**src/rtl/ysyx_25050147_lsu_axi_pkg.sv**
```systemverilog
// Shared constants for the LSU AXI4-Lite master: funct3 memory op codes,
// AXI response codes and the controller state encodings.
package ysyx_25050147_lsu_axi_pkg;

    localparam logic [2:0] OP_B  = 3'b000;
    localparam logic [2:0] OP_H  = 3'b001;
    localparam logic [2:0] OP_W  = 3'b010;
    localparam logic [2:0] OP_BU = 3'b100;
    localparam logic [2:0] OP_HU = 3'b101;
    localparam logic [2:0] OP_WU = 3'b110;

    localparam logic [1:0] RESP_OKAY = 2'b00;

    localparam logic [2:0] ST_IDLE = 3'd0;
    localparam logic [2:0] ST_AR   = 3'd1;
    localparam logic [2:0] ST_R    = 3'd2;
    localparam logic [2:0] ST_AWW  = 3'd3;
    localparam logic [2:0] ST_B    = 3'd4;
    localparam logic [2:0] ST_RESP = 3'd5;

endpackage

```
**src/rtl/ysyx_25050147_store_align.sv**
```systemverilog
// Byte-lane alignment for 32-bit stores: shifts store data into its lanes,
// builds the write strobe and flags misaligned or unsupported accesses.
module ysyx_25050147_store_align
    import ysyx_25050147_lsu_axi_pkg::*;
#(
    parameter int DATA_W = 32
) (
    input  logic [1:0]        addr_lo,
    input  logic [2:0]        op,
    input  logic              we,
    input  logic [DATA_W-1:0] wdata,
    output logic [DATA_W-1:0] wdata_aligned,
    output logic [3:0]        wstrb,
    output logic              misalign
);

    // Lane shift, strobe and legality decode; unsigned ops are loads only.
    always_comb begin
        wdata_aligned = wdata << {addr_lo, 3'b000};
        wstrb         = 4'b0000;
        misalign      = 1'b0;
        case (op)
            OP_B: begin
                wstrb    = 4'b0001 << addr_lo;
                misalign = 1'b0;
            end
            OP_H: begin
                wstrb    = 4'b0011 << addr_lo;
                misalign = addr_lo[0];
            end
            OP_W: begin
                wstrb    = 4'b1111;
                misalign = (addr_lo != 2'b00);
            end
            OP_BU:   misalign = we;
            OP_HU:   misalign = we | addr_lo[0];
            OP_WU:   misalign = we | (addr_lo != 2'b00);
            default: misalign = 1'b1;
        endcase
    end

endmodule

```
**src/rtl/ysyx_25050147_lsu_axi.sv**
```systemverilog
// LSU bus master: runs one core load/store at a time as an AXI4-Lite
// transaction and hands back the raw aligned bus word for extraction.
module ysyx_25050147_lsu_axi
    import ysyx_25050147_lsu_axi_pkg::*;
#(
    parameter int ADDR_W = 32,
    parameter int DATA_W = 32
) (
    input  logic              clk,
    input  logic              rst_n,
    input  logic              req_valid,
    output logic              req_ready,
    input  logic              req_we,
    input  logic [2:0]        req_op,
    input  logic [ADDR_W-1:0] req_addr,
    input  logic [DATA_W-1:0] req_wdata,
    output logic              resp_valid,
    input  logic              resp_ready,
    output logic [DATA_W-1:0] resp_rdata,
    output logic [2:0]        resp_op,
    output logic [1:0]        resp_addr_lo,
    output logic              resp_we,
    output logic              resp_err,
    output logic              resp_misalign,
    output logic [ADDR_W-1:0] araddr,
    output logic              arvalid,
    input  logic              arready,
    input  logic [DATA_W-1:0] rdata,
    input  logic [1:0]        rresp,
    input  logic              rvalid,
    output logic              rready,
    output logic [ADDR_W-1:0] awaddr,
    output logic              awvalid,
    input  logic              awready,
    output logic [DATA_W-1:0] wdata,
    output logic [3:0]        wstrb,
    output logic              wvalid,
    input  logic              wready,
    input  logic [1:0]        bresp,
    input  logic              bvalid,
    output logic              bready
);

    logic [2:0]        state_r;
    logic [2:0]        op_r;
    logic [1:0]        addr_lo_r;
    logic              we_r;
    logic              req_ready_r;
    logic              resp_valid_r;
    logic              resp_err_r;
    logic              resp_misalign_r;
    logic [DATA_W-1:0] resp_rdata_r;
    logic              arvalid_r;
    logic              rready_r;
    logic              awvalid_r;
    logic              wvalid_r;
    logic              bready_r;
    logic [ADDR_W-1:0] araddr_r;
    logic [ADDR_W-1:0] awaddr_r;
    logic [DATA_W-1:0] wdata_r;
    logic [3:0]        wstrb_r;
    logic              aw_done_r;
    logic              w_done_r;

    logic [DATA_W-1:0] align_wdata_s;
    logic [3:0]        align_wstrb_s;
    logic              align_misalign_s;
    logic              accept_s;
    logic              aw_fire_s;
    logic              w_fire_s;
    logic              aw_done_s;
    logic              w_done_s;
    logic [ADDR_W-1:0] word_addr_s;

    ysyx_25050147_store_align #(
        .DATA_W (DATA_W)
    ) u_store_align (
        .addr_lo       (req_addr[1:0]),
        .op            (req_op),
        .we            (req_we),
        .wdata         (req_wdata),
        .wdata_aligned (align_wdata_s),
        .wstrb         (align_wstrb_s),
        .misalign      (align_misalign_s)
    );

    assign accept_s    = req_valid & req_ready_r;
    assign word_addr_s = {req_addr[ADDR_W-1:2], 2'b00};
    assign aw_fire_s   = awvalid_r & awready;
    assign w_fire_s    = wvalid_r & wready;
    // A channel counts as done if it finished earlier or is finishing now.
    assign aw_done_s   = aw_done_r | aw_fire_s;
    assign w_done_s    = w_done_r | w_fire_s;

    // Transaction controller; every bus-facing output comes straight from a flop.
    always_ff @(posedge clk or negedge rst_n) begin
        if (!rst_n) begin
            state_r         <= ST_IDLE;
            op_r            <= 3'b000;
            addr_lo_r       <= 2'b00;
            we_r            <= 1'b0;
            req_ready_r     <= 1'b1;
            resp_valid_r    <= 1'b0;
            resp_err_r      <= 1'b0;
            resp_misalign_r <= 1'b0;
            resp_rdata_r    <= {DATA_W{1'b0}};
            arvalid_r       <= 1'b0;
            rready_r        <= 1'b0;
            awvalid_r       <= 1'b0;
            wvalid_r        <= 1'b0;
            bready_r        <= 1'b0;
            araddr_r        <= {ADDR_W{1'b0}};
            awaddr_r        <= {ADDR_W{1'b0}};
            wdata_r         <= {DATA_W{1'b0}};
            wstrb_r         <= 4'b0000;
            aw_done_r       <= 1'b0;
            w_done_r        <= 1'b0;
        end else begin
            case (state_r)
                ST_IDLE: begin
                    if (accept_s) begin
                        req_ready_r     <= 1'b0;
                        op_r            <= req_op;
                        addr_lo_r       <= req_addr[1:0];
                        we_r            <= req_we;
                        resp_rdata_r    <= {DATA_W{1'b0}};
                        resp_err_r      <= 1'b0;
                        resp_misalign_r <= 1'b0;
                        if (align_misalign_s) begin
                            state_r         <= ST_RESP;
                            resp_valid_r    <= 1'b1;
                            resp_err_r      <= 1'b1;
                            resp_misalign_r <= 1'b1;
                        end else if (req_we) begin
                            state_r   <= ST_AWW;
                            awvalid_r <= 1'b1;
                            wvalid_r  <= 1'b1;
                            awaddr_r  <= word_addr_s;
                            wdata_r   <= align_wdata_s;
                            wstrb_r   <= align_wstrb_s;
                            aw_done_r <= 1'b0;
                            w_done_r  <= 1'b0;
                        end else begin
                            state_r   <= ST_AR;
                            arvalid_r <= 1'b1;
                            araddr_r  <= word_addr_s;
                        end
                    end
                end
                ST_AR: begin
                    if (arvalid_r && arready) begin
                        arvalid_r <= 1'b0;
                        rready_r  <= 1'b1;
                        state_r   <= ST_R;
                    end
                end
                ST_R: begin
                    if (rready_r && rvalid) begin
                        rready_r     <= 1'b0;
                        resp_err_r   <= (rresp != RESP_OKAY);
                        resp_rdata_r <= (rresp == RESP_OKAY) ? rdata : {DATA_W{1'b0}};
                        resp_valid_r <= 1'b1;
                        state_r      <= ST_RESP;
                    end
                end
                ST_AWW: begin
                    if (aw_fire_s) begin
                        awvalid_r <= 1'b0;
                        aw_done_r <= 1'b1;
                    end
                    if (w_fire_s) begin
                        wvalid_r <= 1'b0;
                        w_done_r <= 1'b1;
                    end
                    if (aw_done_s && w_done_s) begin
                        aw_done_r <= 1'b0;
                        w_done_r  <= 1'b0;
                        bready_r  <= 1'b1;
                        state_r   <= ST_B;
                    end
                end
                ST_B: begin
                    if (bready_r && bvalid) begin
                        bready_r     <= 1'b0;
                        resp_err_r   <= (bresp != RESP_OKAY);
                        resp_valid_r <= 1'b1;
                        state_r      <= ST_RESP;
                    end
                end
                ST_RESP: begin
                    if (resp_ready) begin
                        resp_valid_r <= 1'b0;
                        req_ready_r  <= 1'b1;
                        state_r      <= ST_IDLE;
                    end
                end
                default: begin
                    state_r      <= ST_IDLE;
                    req_ready_r  <= 1'b1;
                    resp_valid_r <= 1'b0;
                    arvalid_r    <= 1'b0;
                    rready_r     <= 1'b0;
                    awvalid_r    <= 1'b0;
                    wvalid_r     <= 1'b0;
                    bready_r     <= 1'b0;
                end
            endcase
        end
    end

    assign req_ready     = req_ready_r;
    assign resp_valid    = resp_valid_r;
    assign resp_rdata    = resp_rdata_r;
    assign resp_op       = op_r;
    assign resp_addr_lo  = addr_lo_r;
    assign resp_we       = we_r;
    assign resp_err      = resp_err_r;
    assign resp_misalign = resp_misalign_r;
    assign araddr        = araddr_r;
    assign arvalid       = arvalid_r;
    assign rready        = rready_r;
    assign awaddr        = awaddr_r;
    assign awvalid       = awvalid_r;
    assign wdata         = wdata_r;
    assign wstrb         = wstrb_r;
    assign wvalid        = wvalid_r;
    assign bready        = bready_r;

endmodule

```
**config.mk**
```make
export PLATFORM = sky130hd
export DESIGN_NAME = ysyx_25050147_lsu_axi
export DESIGN_NICKNAME = d
export VERILOG_FILES = /design/src/rtl/ysyx_25050147_lsu_axi_pkg.sv /design/src/rtl/ysyx_25050147_store_align.sv /design/src/rtl/ysyx_25050147_lsu_axi.sv
export SDC_FILE = /design/constraint.sdc
export NUM_CORES = 1
export LEC_CHECK = 0
export BUFFER_PORTS_ARGS = -buffer_cell sky130_fd_sc_hd__buf_2
export CAP_MARGIN = 20
export CELL_PAD_IN_SITES_DETAIL_PLACEMENT = 0
export CELL_PAD_IN_SITES_GLOBAL_PLACEMENT = 2
export CORE_ASPECT_RATIO = 1.1
export CORE_MARGIN = 3
export CORE_UTILIZATION = 32
export DETAILED_ROUTE_END_ITERATION = 10
export PLACE_DENSITY = 0.86
export SLEW_MARGIN = 20
export SYNTH_ARGS = -nofsm -noshare
export SYNTH_HDL_FRONTEND = slang
export SYNTH_SLANG_ARGS = --single-unit
export TNS_END_PERCENT = 20
```
**constraint.sdc**
```tcl
create_clock -name clk -period 4.83 [get_ports clk]
set_input_delay 0 -clock clk [delete_from_list [all_inputs] [get_ports clk]]
set_output_delay 0 -clock clk [all_outputs]
set_load 0.01 [all_outputs]
```
==> summary.md, run 1 <==
| Metric | Value |
|---|---|
| Synth area leaders | `dfrtp_1 (57%), mux2_1 (9.7%), mux2_2 (6.2%)` |
| Final GP Congestion | `0.759` |
| First-pass DRT Iterations | `4` |
| Worst hold path endpoint | `wvalid$_DFFE_PN0P_` |
| Slew Viols, Final | `0` |
| Netlist cell types | `47` |
| Routed len/inst | `15.9 µm` |
| Worst path slowest cell | `buf_4` |
| Crit start category | `flip-flop` |
| Period utilization | `0.581` |
| H-tree depth | `4` |
| Post-synth ARST share | `1.00` |
| Setup CP Type | `reg2reg` |
| Register area | `~3700 µm²` |
| Met1 Use GR | `0.209` |
| Top-count cell post-synth | `dfrtp_1` |
| Gr ovfl total | `0` |
| Initial drt markers | `184` |
| Hold Vio Cnt, Final | `0` |
| Row cnt | `between 50 and 60` |
| Seq cells post-synth | `148` |
| Initial antenna violation count | `2` |
| CTS sink cnt | `148` |
| Status | `completed` |
| Die Span X | `142 µm` |
| Main synth FF type | `dfrtp_1` |
| Worst Path Required | `5130 ps` |
| GRT Max-Usage Layer | `met2` |
| Final setup vio count | `0` |
| Fill cell count | `1880` |
| Clock period minus worst slack | `2810 ps` |
| P_leak | `5.04 nW` |
| Ports | `260` |
| DRC violations left | `0` |
| Worst-Skew Late Latency | `420 ps` |
| Synth top area share | `0.565` |
| Family with the most delay on the worst path | `simple AND/OR/NAND/NOR gates` |
| Finished Core Util | `0.478` |
| Hold Crit Depth | `5` |
| First-pass GRT wire length | `29.9 mm` |
| Initial Utilization | `0.327` |
| Critical path arrival | `around 3100 ps` |
| Worst-path clk slew | `70 ps` |
| Worst r2r path cells | `5` |
| Crit path cell chain | `nand3b_1 > or3_1 > nor4b_4 > buf_4 > mux2_1` |
| Vias/cell | `4.60` |
| Total track usage | `0.170` |
| # nets final | `1018` |
| Synth area leader | `dfrtp_1` |
| Worst clock skew | `around 9.0 ps` |
| HPWL Detailed | `12.7 mm` |
| Met2 usage | `0.284` |
| Drt total wl | `18.6 mm` |
| Post-synth top cells | `dfrtp_1 (147), nand2_1 (90), mux2_1 (56)` |
| Max Clock Freq | `0.356 GHz` |
| Gate Count Post-Synth | `566` |
| Total Neg Setup Slack | `0 ps` |
| M3 GR Usage | `0.0595` |
| CTS tree | `done` |
| CP Max Fanout | `52` |
| Layout cells sized above 1 | `0.367` |
| Synth warnings | `0` |
| Reg2Reg Capture Point | `wdata[12]$_DFFE_PN0P_` |
| Cts repair resizes | `0` |
| Worst reg-to-reg setup slack | `just over 2000 ps` |
| Number of CTS-inserted buffers | `17` |
| Via count of the routed design | `5383` |
| Register area share after synthesis | `0.569` |
| CP endpoint kind | `flip-flop` |
| Fin area | `9530 µm²` |
| R2r startpoint | `state_r[2]$_DFFE_PN0P_` |
| Worst hold path type | `in2reg` |
| Power density over the cells | `369 nW/µm²` |
| Critical path buffers and inverters | `1` |
| Worst Hold Launch | `wready` |
| Vias in the first global route | `5552` |
| Maxcap violations | `0` |
| CTS root buffer | `clkbuf_16` |
| Area Overhead vs Synth | `46.3%` |
| Routed Antenna Nets | `0` |
| Placed inst area | `7980 µm²` |
| Synthesized area per cell | `11.5 µm²` |
| Core area | `19900 µm²` |
| Slew HR | `0.398` |
| Area of the multi-input gates | `roughly 2600 µm²` |
| Pin count of the biggest net entering global routing | `99` |
| Post-synthesis cell area | `6510 µm²` |
| Die area | `~22000 µm²` |
| EDFF count, synth | `0` |
| Unrepaired setup endpoints after global routing | `false` |
| Tightest Pin Transition | `904 ps` |
| # port buffers | `255` |
| Die H | `156 µm` |
| Clk buf depth | `2` |
| VDD IR-drop max | `about 230 µV` |
| CP peak stage delay | `650 ps` |
## through the flow
step,hold slack [ps],worst slack (ps),power [W],instances
2_1_floorplan,-296,2580,0.00179,569
3_3_place_gp,172,2090,0.00210,1045
3_5_place_dp,177,2030,0.00211,1045
4_1_cts,2.03,2020,0.00359,1170
5_1_grt,34.3,1830,0.00372,1171
6_report,18.5,2020,0.00352,1171
## sequential cells by signal, summed over array words and instances, names as in the netlist
name and flops:
araddr 30, arvalid 1, aw_done_r 1, awaddr 30, awvalid 1, bready 1
req_ready 1, resp_addr_lo 2, resp_err 1, resp_misalign 1, resp_op 3, resp_rdata 32
resp_valid 1, resp_we 1, rready 1, state_r 3, w_done_r 1, wdata 32
wstrb 4, wvalid 1
## worst register-to-register path, delay by kind of cell (launching register included)
| kind | cells | cell delay [ps] |
|---|---|---|
| and+or+nand+nor | 3 | 1100 |
| buffers and inverters | 1 | 650 |
| DFF | 1 | 530 |
| muxes | 1 | 420 |
## where the power goes
part,switching [W],internal (W),total [W]
combinational,0.000332,0.000319,0.000651
sequential,0.0000900,0.00140,0.00149
clock,0.000592,0.000790,0.00138
total,0.00101,0.00250,0.00352
## cell type report
type	instances	share of cell area
repair buffers	355	0.238
flip-flops and latches	148	0.389
clock inverters	15	0.0200
diodes	1	0.000263
well taps	252	0.0331
multi-input cells	366	0.268
inverters	17	0.00670
clock buffers	17	0.0447
## how the worst max path moves through the flow
stage | end | from | slack (ps) | cells after the start
2_1_floorplan | awaddr[10]$_DFFE_PN0P_ | req_ready$_DFFE_PN1P_ | 2580 | 6
3_5_place_dp | wdata[14]$_DFFE_PN0P_ | state_r[2]$_DFFE_PN0P_ | 2030 | 5
6_report | wdata[12]$_DFFE_PN0P_ | state_r[2]$_DFFE_PN0P_ | 2020 | 5
4_1_cts | wdata[14]$_DFFE_PN0P_ | state_r[2]$_DFFE_PN0P_ | 2020 | 5
3_3_place_gp | wdata[21]$_DFFE_PN0P_ | state_r[2]$_DFFE_PN0P_ | 2090 | 5
5_1_grt | awaddr[11]$_DFFE_PN0P_ | state_r[2]$_DFFE_PN0P_ | 1830 | 5
## logic make-up after synthesis
| group | count (synthesis) | synth area share |
|---|---|---|
| compound gates | 102 | 0.0903 |
| buf+inv | 55 | 0.0425 |
| flops | 148 | 0.569 |
| mux | 118 | 0.199 |
| other cells | 1 | 0.000576 |
| simple gates | 142 | 0.0984 |
## cells in the final DEF, fill, tap and decap left out, types with 9 or more instances in the layout
cell type	count
a211oi_1	9
a21oi_1	24
buf_2	254
clkbuf_16	17
dfrtp_1	147
dlygate4sd3_1	93
inv_1	16
mux2_1	56
mux2_2	36
mux2i_1	26
nand2_1	90
nor2_1	19
nor2b_1	10
o21ai_0	43
## metal layers
metal / vias up / part of all wire
met3: 18 / 0.085
met1: 2526 / 0.42
li1: 2646 / -
met2: 191 / 0.48
met5: - / 0.00038
met4: 2 / 0.014
## repair_timing
action / in CTS / in global routing
hold endpoints to repair: 225 / 0
hold buffers: 93 / 0
buffers inserted: 0 / 0
setup endpoints to repair: 0 / 0
No activity file was read; power rests on OpenSTA's default activity.
==> run 2, diff against run 1 <==
--- a/config.mk
+++ b/config.mk
@@ -11,9 +11,9 @@
 export CELL_PAD_IN_SITES_GLOBAL_PLACEMENT = 2
 export CORE_ASPECT_RATIO = 1.1
 export CORE_MARGIN = 3
-export CORE_UTILIZATION = 32
+export CORE_UTILIZATION = 30
 export DETAILED_ROUTE_END_ITERATION = 10
-export PLACE_DENSITY = 0.86
+export PLACE_DENSITY = 0.82
 export SLEW_MARGIN = 20
 export SYNTH_ARGS = -nofsm -noshare
 export SYNTH_HDL_FRONTEND = slang
==> constraint.sdc (replaced) <==
create_clock -name clk -period 2.8 [get_ports clk]
set_input_delay 0 -clock clk [delete_from_list [all_inputs] [get_ports clk]]
set_output_delay 0 -clock clk [all_outputs]
set_load 0.01 [all_outputs]
==> run 2 against run 1 <==
Compared with the run above:
- flip-flop and latch count unchanged
- utilization decreased by 1.4 points
- largest power group unchanged
- highest routed layer unchanged
- wire length grew 0.22%
- die area grew 6.4%
- sequential share of layout area is 0.72 points lower
- total power is 71% higher
- combinational power up 80%
==> summary.md, run 2 (synthesis results as in run 1) <==
| Metric | Value |
|---|---|
| Slew Viols, Final | `0 (unchanged)` |
| Via count of the routed design | `5531 (was 5383)` |
| CTS root buffer | `clkbuf_16 (unchanged)` |
| CP Max Fanout | `24 (was 52)` |
| Ports | `260 (unchanged)` |
| Initial drt markers | `164 (was 184)` |
| Initial antenna violation count | `2 (unchanged)` |
| Power density over the cells | `619 nW/µm² (was 369 nW/µm²)` |
| Maxcap violations | `0 (unchanged)` |
| Worst hold path endpoint | `wdata[11]$_DFFE_PN0P_ (was wvalid$_DFFE_PN0P_)` |
| First-pass GRT wire length | `30.8 mm (was 29.9 mm)` |
| Clk buf depth | `2 (unchanged)` |
| Worst clock skew | `16.0 ps (was 9.04 ps)` |
| Area Overhead vs Synth | `49.1% (was 46.3%)` |
| Worst r2r path cells | `5 (unchanged)` |
| Unrepaired setup endpoints after global routing | `false (unchanged)` |
| Total Neg Setup Slack | `0 ps (unchanged)` |
| Vias/cell | `4.54 (was 4.60)` |
| Most common cell after layout, fill and taps aside | `buf_2 (unchanged)` |
| Die H | `161 µm (was 156 µm)` |
| Total track usage | `0.162 (was 0.170)` |
| Tightest Pin Transition | `845 ps (was 904 ps)` |
| Max Clock Freq | `0.432 GHz (was 0.356 GHz)` |
| Gr ovfl total | `0 (unchanged)` |
| Hold Vio Cnt, Final | `0 (unchanged)` |
| Row cnt | `55 (was 54)` |
| Routed Antenna Nets | `0 (unchanged)` |
| Clock period minus worst slack | `2310 ps (was 2810 ps)` |
| HPWL Detailed | `12.9 mm (was 12.7 mm)` |
| Vias in the first global route | `5780 (was 5552)` |
| P_leak | `5.09 nW (was 5.04 nW)` |
| Antenna fix cells | `0 (was 1)` |
| Core area | `20900 µm² (was 19900 µm²)` |
| CTS sink cnt | `148 (unchanged)` |
| Worst hold path type | `in2reg (unchanged)` |
| Worst Hold Launch | `req_wdata[11] (was wready)` |
| Worst Path Required | `3100 ps (was 5130 ps)` |
| Final setup vio count | `0 (unchanged)` |
| First-pass DRT Iterations | `4 (unchanged)` |
| Most frequent cells in the layout | `buf_2 (254), dfrtp_1 (147), dlygate4sd3_1 (103) (was buf_2 (254), dfrtp_1 (147), dlygate4sd3_1 (93))` |
| Setup CP Type | `reg2reg (unchanged)` |
| Number of CTS-inserted buffers | `17 (unchanged)` |
| Status | `completed (unchanged)` |
| Die area | `23500 µm² (was 22100 µm²)` |
| Fin area | `9710 µm² (was 9530 µm²)` |
| CTS tree | `done (unchanged)` |
| # nets final | `1034 (was 1018)` |
| Slew HR | `0.436 (was 0.398)` |
| Worst-path clk slew | `60 ps (was 70 ps)` |
| DRC violations left | `0 (unchanged)` |
| H-tree depth | `4 (unchanged)` |
| Worst reg-to-reg setup slack | `490 ps (was 2020 ps)` |
| Period utilization | `0.826 (was 0.581)` |
| Hold Crit Depth | `4 (was 5)` |
| VDD IR-drop max | `428 µV (was 226 µV)` |
| Layout cells sized above 1 | `0.365 (was 0.367)` |
| Placed inst area | `8090 µm² (was 7980 µm²)` |
| CP endpoint kind | `flip-flop (unchanged)` |
| Final GP Congestion | `0.720 (was 0.759)` |
| Crit start category | `flip-flop (unchanged)` |
| Routed len/inst | `15.3 µm (was 15.9 µm)` |
| Initial Utilization | `0.311 (was 0.327)` |
| Worst-Skew Late Latency | `430 ps (was 420 ps)` |
| R2r startpoint | `req_ready$_DFFE_PN1P_ (was state_r[2]$_DFFE_PN0P_)` |
| Reg2Reg Capture Point | `awaddr[28]$_DFFE_PN0P_ (was wdata[12]$_DFFE_PN0P_)` |
| Die Span X | `146 µm (was 142 µm)` |
| Critical path arrival | `2620 ps (was 3110 ps)` |
| Pin count of the biggest net entering global routing | `75 (was 99)` |
| Fill cell count | `2011 (was 1880)` |
| Finished Core Util | `0.464 (was 0.478)` |
| Drt total wl | `18.7 mm (was 18.6 mm)` |
| # port buffers | `255 (unchanged)` |
-- run 2: cell types whose count changed in the layout (fill, tap and decap cells not counted), sizes merged, moves of 2 or more --
cell	change
clkbuf	+2
dlygate4sd3	+10
inv	-2
clkinv	-2
buf	+6
-- run 2: critical path, stage by stage, from the launching register on --
cell,delay (ps)
dfstp_2,570
nand3b_1,120
or3_1,430
nor4b_4,320
buf_4,390
mux2_1,360
-- run 2: final cells by class --
type / count / area, µm² / area share
Clock inverter: 12 / 144 / 0.0148
Sequential cell: 148 / 3700 / 0.382
Clock buffer: 19 / 443 / 0.0456
Multi-Input combinational cell: 366 / 2560 / 0.264
Tap cell: 285 / 357 / 0.0367
Inverter: 17 / 63.8 / 0.00657
Timing Repair Buffer: 371 / 2440 / 0.251
-- run 2: stage by stage --
step	cells	hold slack [ps]	total power, W	setup slack [ps]
after floorplan	569	-296	0.00309	547
after detailed placement	1084	89.0	0.00365	468
after global placement	1084	94.0	0.00364	500
after CTS	1218	2.20	0.00612	449
after global routing	1218	40.5	0.00634	361
final	1218	12.2	0.00601	487
-- run 2: repair_timing --
action | CTS | global route
setup buffers | 0 | 0
endpoints found under the hold margin | 200 | 0
hold buffers | 103 | 0
gates resized for setup | 0 | 0
-- run 2: report_power, final --
| part | switching [W] | total, W | leakage [nW] | internal, W |
|---|---|---|---|---|
| Clock | 0.000951 | 0.00230 | 0.278 | 0.00135 |
| Sequential | 0.000128 | 0.00254 | 1.97 | 0.00241 |
| Combinational | 0.000600 | 0.00117 | 2.84 | 0.000570 |
| Total | 0.00168 | 0.00601 | 5.09 | 0.00433 |
-- run 2: metal layers --
layer	global-route usage	share of wire	vias up
li1	-	-	2674
met1	0.199	0.43	2633
met2	0.267	0.47	196
met3	0.0584	0.081	24
met4	0.0530	0.016	4
met5	0	0.00091	-
-- run 2: worst max path at each step --
stage                     cells after the start                  start                endpoint  slack, ps
after floorplan                               6  req_ready$_DFFE_PN1P_  awaddr[10]$_DFFE_PN0P_        550
after global placement                        5  req_ready$_DFFE_PN1P_   awaddr[7]$_DFFE_PN0P_        500
after detailed placement                      5  req_ready$_DFFE_PN1P_  awaddr[13]$_DFFE_PN0P_        470
after CTS                                     5  req_ready$_DFFE_PN1P_  awaddr[13]$_DFFE_PN0P_        450
after global routing                          5  req_ready$_DFFE_PN1P_  awaddr[28]$_DFFE_PN0P_        360
final                                         5  req_ready$_DFFE_PN1P_  awaddr[28]$_DFFE_PN0P_        490
==> run 3, diff against run 2 <==
--- a/config.mk
+++ b/config.mk
@@ -5,15 +5,16 @@
 export SDC_FILE = /design/constraint.sdc
 export NUM_CORES = 1
 export LEC_CHECK = 0
+export ABC_AREA = 1
 export BUFFER_PORTS_ARGS = -buffer_cell sky130_fd_sc_hd__buf_2
 export CAP_MARGIN = 20
 export CELL_PAD_IN_SITES_DETAIL_PLACEMENT = 0
 export CELL_PAD_IN_SITES_GLOBAL_PLACEMENT = 2
 export CORE_ASPECT_RATIO = 1.1
 export CORE_MARGIN = 3
-export CORE_UTILIZATION = 30
+export CORE_UTILIZATION = 25
 export DETAILED_ROUTE_END_ITERATION = 10
-export PLACE_DENSITY = 0.82
+export PLACE_DENSITY = 0.78
 export SLEW_MARGIN = 20
 export SYNTH_ARGS = -nofsm -noshare
 export SYNTH_HDL_FRONTEND = slang
==> constraint.sdc (replaced) <==
create_clock -name clk -period 1.9 [get_ports clk]
set_input_delay 0 -clock clk [delete_from_list [all_inputs] [get_ports clk]]
set_output_delay 0 -clock clk [all_outputs]
set_load 0.01 [all_outputs]
==> run 3 against run 2 <==
Compared with the run above:
- clock skew shrank 5.6 ps
- die area is 24% higher
- first-iteration DRC count grew to 3.1 times the previous value
- count of clock-buffer cells in the layout fell by 2
- non-clock buffer count increased by 12
- synthesized cell count increased by 42%
- sequential power is 110% higher
- critical endpoint is now resp_rdata[15]$_DFFE_PN0P_
==> summary.md, run 3 <==
| Metric | Value |
|---|---|
| Total Neg Setup Slack | `0 ps (unchanged)` |
| # port buffers | `255 (unchanged)` |
| CTS sink cnt | `148 (unchanged)` |
| Worst-Skew Late Latency | `430 ps (about the same)` |
| Family with the most delay on the worst path | `flip-flops (was simple AND/OR/NAND/NOR gates)` |
| Routed Antenna Nets | `0 (unchanged)` |
| Worst path slowest cell | `dfstp_2 (unchanged)` |
| EDFF count, synth | `0 (unchanged)` |
| Ports | `260 (unchanged)` |
| CP peak stage delay | `540 ps (was 570 ps)` |
| VDD IR-drop max | `495 µV (was 428 µV)` |
| Period utilization | `0.898 (was 0.826)` |
| Tightest Pin Transition | `599 ps (was 845 ps)` |
| Gate Count Post-Synth | `805 (was 566)` |
| P_leak | `5.38 nW (was 5.09 nW)` |
| Slew Viols, Final | `0 (unchanged)` |
| Vias/cell | `4.46 (was 4.54)` |
| Final setup vio count | `0 (unchanged)` |
| Core area | `26500 µm² (was 20900 µm²)` |
| Status | `completed (unchanged)` |
| Number of CTS-inserted buffers | `17 (unchanged)` |
| Critical path arrival | `2060 ps (was 2620 ps)` |
| Top-count cell post-synth | `nand2_1 (was dfrtp_1)` |
| Die H | `179 µm (was 161 µm)` |
| Vias in the first global route | `6692 (was 5780)` |
| Register area share after synthesis | `0.544 (was 0.569)` |
| Die area | `29200 µm² (was 23500 µm²)` |
| Layout cells sized above 1 | `0.297 (was 0.365)` |
| CTS root buffer | `clkbuf_16 (unchanged)` |
| Antenna fix cells | `0 (unchanged)` |
| Row cnt | `62 (was 55)` |
| Post-synth ARST share | `1.00 (unchanged)` |
| Pin count of the biggest net entering global routing | `65 (was 75)` |
| Initial drt markers | `512 (was 164)` |
| Seq cells post-synth | `148 (unchanged)` |
| Most common cell after layout, fill and taps aside | `buf_2 (unchanged)` |
| Netlist cell types | `33 (was 47)` |
| Internal Pwr Total | `0.00855 W (was 0.00433 W)` |
| Hold Vio Cnt, Final | `0 (unchanged)` |
| CP endpoint kind | `flip-flop (unchanged)` |
| Worst-path clk slew | `70 ps (was 60 ps)` |
| Main synth FF type | `dfrtp_1 (unchanged)` |
| Post-synthesis cell area | `6810 µm² (was 6510 µm²)` |
| Power density over the cells | `1380 nW/µm² (was 619 nW/µm²)` |
| Clk buf depth | `2 (unchanged)` |
| Logic pwr share | `0.381 (was 0.195)` |
| Crit start category | `flip-flop (unchanged)` |
| Synth top area share | `0.540 (was 0.565)` |
| CTS tree | `done (unchanged)` |
| Clock period minus worst slack | `1710 ps (was 2310 ps)` |
| HPWL Detailed | `17.0 mm (was 12.9 mm)` |
| Crit path cell chain | `nand2_1 > nor2_8 > inv_2 > buf_4 > o21ai_4 > buf_12 > nand3_1 > o21ai_0 (was nand3b_1 > or3_1 > nor4b_4 > buf_4 > mux2_1)` |
| Worst clock skew | `10.5 ps (was 16.0 ps)` |
| Gr ovfl total | `0 (unchanged)` |
| Sw Ratio | `0.393 (was 0.279)` |
| Unrepaired setup endpoints after global routing | `false (unchanged)` |
| Worst hold path type | `in2reg (unchanged)` |
| Synth area leader | `dfrtp_1 (unchanged)` |
| Worst Path Required | `2250 ps (was 3100 ps)` |
| Die Span X | `163 µm (was 146 µm)` |
| Maxcap violations | `0 (unchanged)` |
| Fill cell count | `2774 (was 2011)` |
| DRC violations left | `0 (unchanged)` |
| Via count of the routed design | `6786 (was 5531)` |
| Clock power frac | `0.242 (was 0.383)` |
| Most frequent cells in the layout | `buf_2 (254), nand2_1 (238), dfrtp_1 (147) (was buf_2 (254), dfrtp_1 (147), dlygate4sd3_1 (103))` |
| Drt total wl | `24.0 mm (was 18.7 mm)` |
| CP Max Fanout | `64 (was 24)` |
| Finished Core Util | `0.385 (was 0.464)` |
| NetSw | `0.00553 W (was 0.00168 W)` |
| Setup CP Type | `reg2reg (unchanged)` |
| First-pass DRT Iterations | `5 (was 4)` |
| Routed len/inst | `15.8 µm (was 15.3 µm)` |
| Total track usage | `0.163 (was 0.162)` |
| Max Clock Freq | `0.586 GHz (was 0.432 GHz)` |
| Synth area leaders | `dfrtp_1 (54%), nand2_1 (13%), nand3_1 (6.5%) (was dfrtp_1 (57%), mux2_1 (9.7%), mux2_2 (6.2%))` |
| Design Power | `0.0141 W (was 0.00601 W)` |
| Initial antenna violation count | `0 (was 2)` |
| Synthesized area per cell | `8.46 µm² (was 11.5 µm²)` |
| Critical path buffers and inverters | `3 (was 1)` |
| First-pass GRT wire length | `37.6 mm (was 30.8 mm)` |
| Slew HR | `0.599 (was 0.436)` |
| H-tree depth | `4 (unchanged)` |
| Synth warnings | `0 (unchanged)` |
| Initial Utilization | `0.257 (was 0.311)` |
| Post-synth top cells | `nand2_1 (238), dfrtp_1 (147), nand3_1 (89) (was dfrtp_1 (147), nand2_1 (90), mux2_1 (56))` |
| # nets final | `1270 (was 1034)` |
| Area Overhead vs Synth | `49.6% (was 49.1%)` |
| Worst reg-to-reg setup slack | `190 ps (was 490 ps)` |
| Reg power frac | `0.377 (was 0.422)` |
| Final GP Congestion | `0.832 (was 0.720)` |
-- run 3: area by class of cell --
cell class,count,area [µm²],share of cell area
Multi-Input combinational cell,542,2610,0.257
Clock inverter,15,155,0.0152
Inverter,65,244,0.0240
Tap cell,352,440,0.0432
Clock buffer,17,425,0.0418
Sequential cell,148,3700,0.364
Timing Repair Buffer,383,2600,0.255
-- run 3: worst min-delay path: cells and delay by family --
kind            cells  cell delay (ps)
buf+inv             1              100
compound gates      2              310
-- run 3: cells by family after synthesis --
logic type	synth area share
simple gates	0.281
flops	0.544
compound gates	0.0971
buf+inv	0.0774
other cells	0.000551
-- run 3: final timing paths --
path / start / end / depth (start not counted)
max: req_ready$_DFFE_PN1P_ / resp_rdata[15]$_DFFE_PN0P_ / 8
min: req_wdata[26] / wdata[26]$_DFFE_PN0P_ / 3
max reg2reg: req_ready$_DFFE_PN1P_ / resp_rdata[15]$_DFFE_PN0P_ / 8
min reg2reg: araddr[25]$_DFFE_PN0P_ / araddr[25]$_DFFE_PN0P_ / 2
max in group asynchronous: rst_n / wdata[25]$_DFFE_PN0P_ / 3
min in group asynchronous: rst_n / resp_rdata[29]$_DFFE_PN0P_ / 2
-- run 3: power groups by stage --
stage | Clock [W] | Sequential (W) | Combinational (W)
floorplan | 0 | 0.00595 | 0.00212
global placement | 0 | 0.00535 | 0.00523
detailed placement | 0 | 0.00536 | 0.00524
CTS | 0.00354 | 0.00532 | 0.00545
global route | 0.00369 | 0.00549 | 0.00603
finish | 0.00341 | 0.00531 | 0.00536
-- run 3: per-layer routing --
metal | track usage | vias to the layer above | share of wire | wire (µm)
met2 | 0.277 | 198 | 0.49 | 11900
met4 | 0.0483 | 0 | 0.018 | 433
li1 | - | 3375 | - | -
met5 | 0 | - | 0 | 0
met1 | 0.213 | 3180 | 0.44 | 10600
met3 | 0.0307 | 33 | 0.047 | 1130
-- run 3: metrics by stage --
step,instance area (µm²),hold WS [ps],setup WS (ps),std cells
after floorplan,6820,-296,268,808
after global routing,10200,60.3,19.8,1522
final,10200,21.7,193,1522
after CTS,10200,2.05,156,1522
after global placement,8560,6.28,173,1387
after detailed placement,8560,1.29,194,1387
-- run 3: timing repair --
action,CTS,global route
gates resized for setup,0,2
hold buffers,103,0
endpoints found under the hold margin,248,0
setup endpoints to repair,0,14
buffers inserted,0,0
